File: config.mk
export PLATFORM = sky130hd
export DESIGN_NAME = bp_me_wormhole_flit_serializer
export DESIGN_NICKNAME = d
export VERILOG_FILES = /design/src/rtl/bp_me_wormhole_flit_serializer.sv
export SDC_FILE = /design/constraint.sdc
export NUM_CORES = 1
export LEC_CHECK = 0
export CAP_MARGIN = 25
export CORE_MARGIN = 3
export CORE_UTILIZATION = 45
export DETAILED_ROUTE_END_ITERATION = 7
export PLACE_DENSITY = 0.85
export SYNTH_ARGS = -nofsm -noshare
export SYNTH_HDL_FRONTEND = slang
export SYNTH_SLANG_ARGS = --single-unit
File: constraint.sdc
create_clock -name clk_i -period 9.4 [get_ports clk_i]
set_input_delay 1.88 -clock clk_i [delete_from_list [all_inputs] [get_ports clk_i]]
set_output_delay 1.88 -clock clk_i [all_outputs]
set_load 0.1 [all_outputs]
File: src/rtl/bp_me_wormhole_flit_serializer.sv
// Splits one coherence message into num_flits_p wormhole flits, header flit first.
// state | meaning
// IDLE  | ready_o high, link idle, waiting for a packet
// SEND  | driving flit[cnt] on link_o until the last flit transfers
module bp_me_wormhole_flit_serializer #(
   parameter int flit_width_p    = 64,
   parameter int payload_width_p = 128,
   parameter int x_cord_width_p  = 2,
   parameter int y_cord_width_p  = 1,
   parameter int num_flits_p     = 3
) (
   input  logic                         clk_i,
   input  logic                         reset_i,
   input  logic                         v_i,
   output logic                         ready_o,
   input  logic [payload_width_p-1:0]   payload_i,
   input  logic [x_cord_width_p-1:0]    dest_x_i,
   input  logic [y_cord_width_p-1:0]    dest_y_i,
   input  logic [flit_width_p+1:0]      link_i,
   output logic [flit_width_p+1:0]      link_o
);

   localparam int len_width_lp    = (num_flits_p > 1) ? $clog2(num_flits_p) : 1;
   localparam int packet_width_lp = payload_width_p + len_width_lp + y_cord_width_p + x_cord_width_p;
   localparam int padded_width_lp = num_flits_p * flit_width_p;
   localparam logic [len_width_lp-1:0] last_cnt_lp = len_width_lp'(num_flits_p - 1);

   if (packet_width_lp > padded_width_lp) begin : g_width_check
      $error("packet does not fit in num_flits_p flits");
   end
   if (num_flits_p < 1 || num_flits_p > 16) begin : g_flits_check
      $error("num_flits_p must be within 1..16");
   end

   typedef enum logic {e_idle, e_send} state_e;

   state_e                      state_r;
   logic [len_width_lp-1:0]     cnt_r;
   logic [padded_width_lp-1:0]  packet_r;
   logic [padded_width_lp-1:0]  packet_n;
   logic [flit_width_p-1:0]     flit;
   logic                        ready_and;
   logic                        unused_link;

   assign ready_and   = link_i[flit_width_p];
   assign unused_link = ^{link_i[flit_width_p+1], link_i[flit_width_p-1:0]};

   // len always advertises the full flit count minus the header flit
   assign packet_n = padded_width_lp'({payload_i, last_cnt_lp, dest_y_i, dest_x_i});

   always_ff @(posedge clk_i or posedge reset_i) begin
      if (reset_i) begin
         state_r  <= e_idle;
         cnt_r    <= '0;
         packet_r <= '0;
      end else begin
         case (state_r)
            e_idle: begin
               if (v_i) begin
                  packet_r <= packet_n;
                  cnt_r    <= '0;
                  state_r  <= e_send;
               end
            end
            e_send: begin
               if (ready_and) begin
                  if (cnt_r == last_cnt_lp) begin
                     state_r <= e_idle;
                  end else begin
                     cnt_r <= cnt_r + 1'b1;
                  end
               end
            end
            default: state_r <= e_idle;
         endcase
      end
   end

   always_comb begin
      flit = '0;
      for (int i = 0; i < num_flits_p; i++) begin
         if (cnt_r == len_width_lp'(i)) begin
            flit = packet_r[i*flit_width_p +: flit_width_p];
         end
      end
   end

   assign ready_o = (state_r == e_idle);
   assign link_o  = (state_r == e_send) ? {1'b1, 1'b0, flit} : '0;

endmodule

# Yosys cells after proc, flatten, opt, wreduce, memory -nomap -nowiden
# Cells that the tools add are included.
word_totals:
  regBits: 135
  memories: 0
  ram_bits: 0
  rom_bits: 0
  latch_bits: 0
classes:
  n_lt_le_gt_ge: 0
  muxes: 12
  n_mul: 0
  n_reduce_logical: 3
  shifts: 0
  addsub: 1
  div_mod_pow: 0
  n_bitwise: 1
  n_eq_ne: 5
op_table:
  columns: ["op", "n"]
  rows:
  - ["$mux 64", 3]
  - ["$mux 66", 1]
  - ["$mux 2", 3]
  - ["$ne 2x2->1 const B", 3]
  - ["$pmux 2 s2", 1]
  - ["$mux 1", 3]
  - ["$reduce_and 3->1", 1]
  - ["$add 2x1->2 const B", 1]
  - ["$eq 2x1->1 const B", 1]
  - ["$eq 2x2->1 const B", 1]
  - ["$logic_not 2->1", 1]
  - ["$pmux 1 s2", 1]
  - ["$reduce_and 2->1", 1]
  - ["$not 1->1", 1]

# Logic depth before layout (Yosys ltp)
logic_depth:
  word_depth: 5
  mapped_depth: 7

# Worst setup path before layout
# No wires, ideal clock.
synth_path:
  path_kind: "reg2out"
  start: "register cnt_r[0]"
  end: "output link_o[54]"
  path_slack_ns: 4.880
  arrival_ns: 2.640
  path_stages_with_launch: 8
  path_buffers: 2
  path_cell_list: "dfrtp_1 -> inv_1 -> ha_1 -> inv_2 -> nand2_2 -> buf_4 -> buf_4 -> a21oi_1"
synth_between:
  elab_chain_cells: 5
  word_cells_on_any_way: 7
  classes_between: "2 x eq/ne; 4 x mux; 1 x reduce/logical"
synth_lines:
  columns: ["element", "line", "rtl"]
  rows:
  - ["start: declaration", "38", "logic [len_width_lp-1:0] cnt_r;"]
  - ["start signal: assignment", "70", "cnt_r <= cnt_r + 1'b1;"]
  - ["$logic_not 2->1", "82", "if (cnt_r == len_width_lp'(i)) begin"]
  - ["$mux 64 (2 in a row)", "82", null]
  - ["$mux 64 *", "82", null]
  - ["$mux 66 *", "89", "assign link_o = (state_r == e_send) ? {1'b1, 1'b0, flit} : '0;"]
  - ["end: declaration", "20", "output logic [flit_width_p+1:0] link_o"]
# Mark *: on every way between the ends. The rest lies on a longest branch, timed or not.

# Worst setup path after layout
layout_path:
  start: "register cnt_r[0]"
  end: "output link_o[0]"
# Same word-level chain as after synthesis.

==> impl_metrics.tcl <==
set metrics [dict create \
    outcome "finished, final reports clean" \
    synth-seq-cells 135 \
    reg2reg_depth 4 \
    path_clk_slew_ns 0.05 \
    io_buffers 200 \
    slew_violations 0 \
    ioPinCount 267 \
    overflow 0 \
    tightest_slew_ns 1.03 \
    ys_seq_area_share_pct 52.8 \
    cts_tree "yes" \
    cp-end-kind "output port" \
    syn_avg_cell_area_sq_um 7.98 \
    worst_setup_path_start_kind "register" \
    cp_max_fo 31 \
    path_delay_family "buffers and inverters" \
    die_w_microns 125 \
    crit_cells 7 \
    die_area_sq_um 15700 \
    antenna_cells 0 \
    critPathSlowestCell "clkdlybuf4s50_1" \
    cts_resized 0 \
    clkLatencyLatePin_ns 0.42 \
    rsz0062_at_grt "no" \
    antenna_found_initial 0 \
    clk_path_buf_depth 2 \
    fin_ws_ns 3.56 \
    grt_pass1_vias 5668 \
    drt_wl_total_microns 17000 \
    critPathMaxStageDelay_ns 1.20 \
    setup.worst_path.start "cnt_r[0]$_DFFE_PP0P_" \
    drive_gt1_share_pct 4.48 \
    clock_sinks 135 \
    antenna_left 0 \
    yosysTopAreaCell "dfrtp_1" \
    slew_headroom_pct 31.4 \
    vias_per_cell 4.99 \
    final_min_period_over_clock_period_pct 62.1 \
    initial_utilization_pct 47.2 \
    drv_cap 0 \
    worstReg2RegEnd "packet_r[40]$_DFFE_PP0P_" \
    crit_chain "inv_1 > ha_2 > buf_4 > nor2b_1 > a221oi_1 > nor2_1 > clkdlybuf4s50_1" \
    fill_cells 1126 \
    reg2reg_from "state_r$_DFF_PP0_" \
    synth_top_cell_area_share_pct 52.8 \
    cts_max_level 4 \
    cts_buffers 17 \
    setup_tns_ns 0 \
    core_area_sq_um 13600 \
    grtUsageTotal_pct 21.4 \
    synth_area_leaders "dfrtp_1, nand2_1, nand3b_1" \
    synth_cells 801 \
    wl_per_cell_microns 14.7 \
    hold_viol 0 \
    cts_setup_buffers 0 \
    r2r_slack_ns 7.04 \
    rows 42 \
    dpl_worst_slack_ns 4.10 \
    areaGrowthSynthToFinish_pct 40.7 \
    yosys_warnings 0 \
    cp.required_ns 7.52 \
    hold_ws_ns 0.470 \
    synth.cell_area_sq_um 6390 \
    synth.distinct_cells 22 \
    fin_crit_ns 5.84 \
    dp_hpwl_microns 10500 \
    crit_buf_inv 3 \
    grt_max_degree 110 \
    cts_hold_buffers 0 \
    drc 0 \
    num_vias 5773 \
    criticalPathCategory "reg2out" \
    fin_skew_ns 0.00669 \
    critical_path.endpoint "link_o[0]" \
    setup_violations 0 \
    gp_congestion 0.797 \
    die_h_microns 125 \
    arrival_ns 3.96 \
    num-nets-final 1172 \
    root_buffer "clkbuf_16" \
    min_path_type "reg2reg" \
    grt_pass1_wl_microns 27400 \
    drt-initial-drc-count 429 \
    fmax_ghz 0.171 \
    synth_nets 1004 \
    detailedRoute.firstPassIterationCount 5 \
]
-- worst min path at each step --
stage	from	end	cells after the start
floorplan	packet_r[4]$_DFFE_PP0P_	packet_r[4]$_DFFE_PP0P_	1
global placement	packet_r[4]$_DFFE_PP0P_	packet_r[4]$_DFFE_PP0P_	1
detailed placement	packet_r[119]$_DFFE_PP0P_	packet_r[119]$_DFFE_PP0P_	2
CTS	packet_r[53]$_DFFE_PP0P_	packet_r[53]$_DFFE_PP0P_	2
global route	packet_r[132]$_DFFE_PP0P_	packet_r[132]$_DFFE_PP0P_	2
finish	packet_r[57]$_DFFE_PP0P_	packet_r[57]$_DFFE_PP0P_	2
-- flip-flops by register name, indices dropped and copies added, names as in the netlist --
signal	cells
packet_r	132
cnt_r	2
state_r	1
-- through the flow --
| step | std cells | area (sq um) | utilization, % |
|---|---|---|---|
| global route | 1158 | 9000 | 66.4 |
| detailed placement | 1124 | 8340 | 61.5 |
| CTS | 1156 | 8940 | 66.0 |
| finish | 1158 | 9000 | 66.4 |
| global placement | 1123 | 8320 | 61.4 |
| floorplan | 801 | 6390 | - |
-- cell type report --
type | instances | area, sq um | share of cell area (%)
clock buffer | 23 | 478 | 5.31
inverter | 6 | 25.0 | 0.278
sequential | 135 | 3380 | 37.5
multi-input combinational | 601 | 2660 | 29.6
clock inverter | 9 | 123 | 1.36
tap | 176 | 220 | 2.45
timing repair buffer | 208 | 2110 | 23.5
-- layer usage --
metal	track usage, %	vias to the layer above	part of all wire [%]
li1	-	2839	-
met1	27.2	2722	42
met2	34.5	190	48
met3	6.82	22	7.6
met4	7.97	0	1.7
met5	0	-	0
-- cells in the final DEF (no fill, tap or decap), types with 2 or more instances in the layout --
cell type,instances
nand3b_1,60
dfrtp_1,135
nand2_1,453
clkbuf_1,3
inv_1,4
nand3_1,3
buf_4,5
o21ai_0,6
buf_16,2
nor2_1,5
clkdlybuf4s50_1,200
bufinv_16,3
clkbuf_16,17
clkinv_2,5
clkbuf_8,3
a221oi_1,4
a21oi_1,60
-- logic make-up after synthesis --
group | share of synthesized area [%]
fa+ha+maj | 0.587
simple gates | 34.7
buf+inv | 6.03
compound gates | 5.81
flops | 52.8
other cells | 0.0586
-- synthesized netlist by cell type --
cell type / instances
a21oi_1: 60
a221oi_1: 4
a31oi_1: 1
buf_2: 23
buf_4: 9
buf_6: 9
buf_8: 1
clkbuf_1: 17
conb_1: 1
dfrtp_1: 135
ha_1: 3
inv_1: 5
inv_2: 1
nand2_1: 453
nand2_2: 1
nand2b_1: 2
nand3_1: 3
nand3b_1: 60
nor2_1: 5
nor2b_1: 1
nor2b_2: 1
o21ai_0: 6
-- worst min-delay path, cell delays in order (launching register included) --
cell,delay (ns)
dfrtp_1,0.34
nand2_1,0.05
nand2_1,0.05
Power is not shown: default switching activity piles up to over one toggle a cycle in this logic, so the estimate is an artifact.
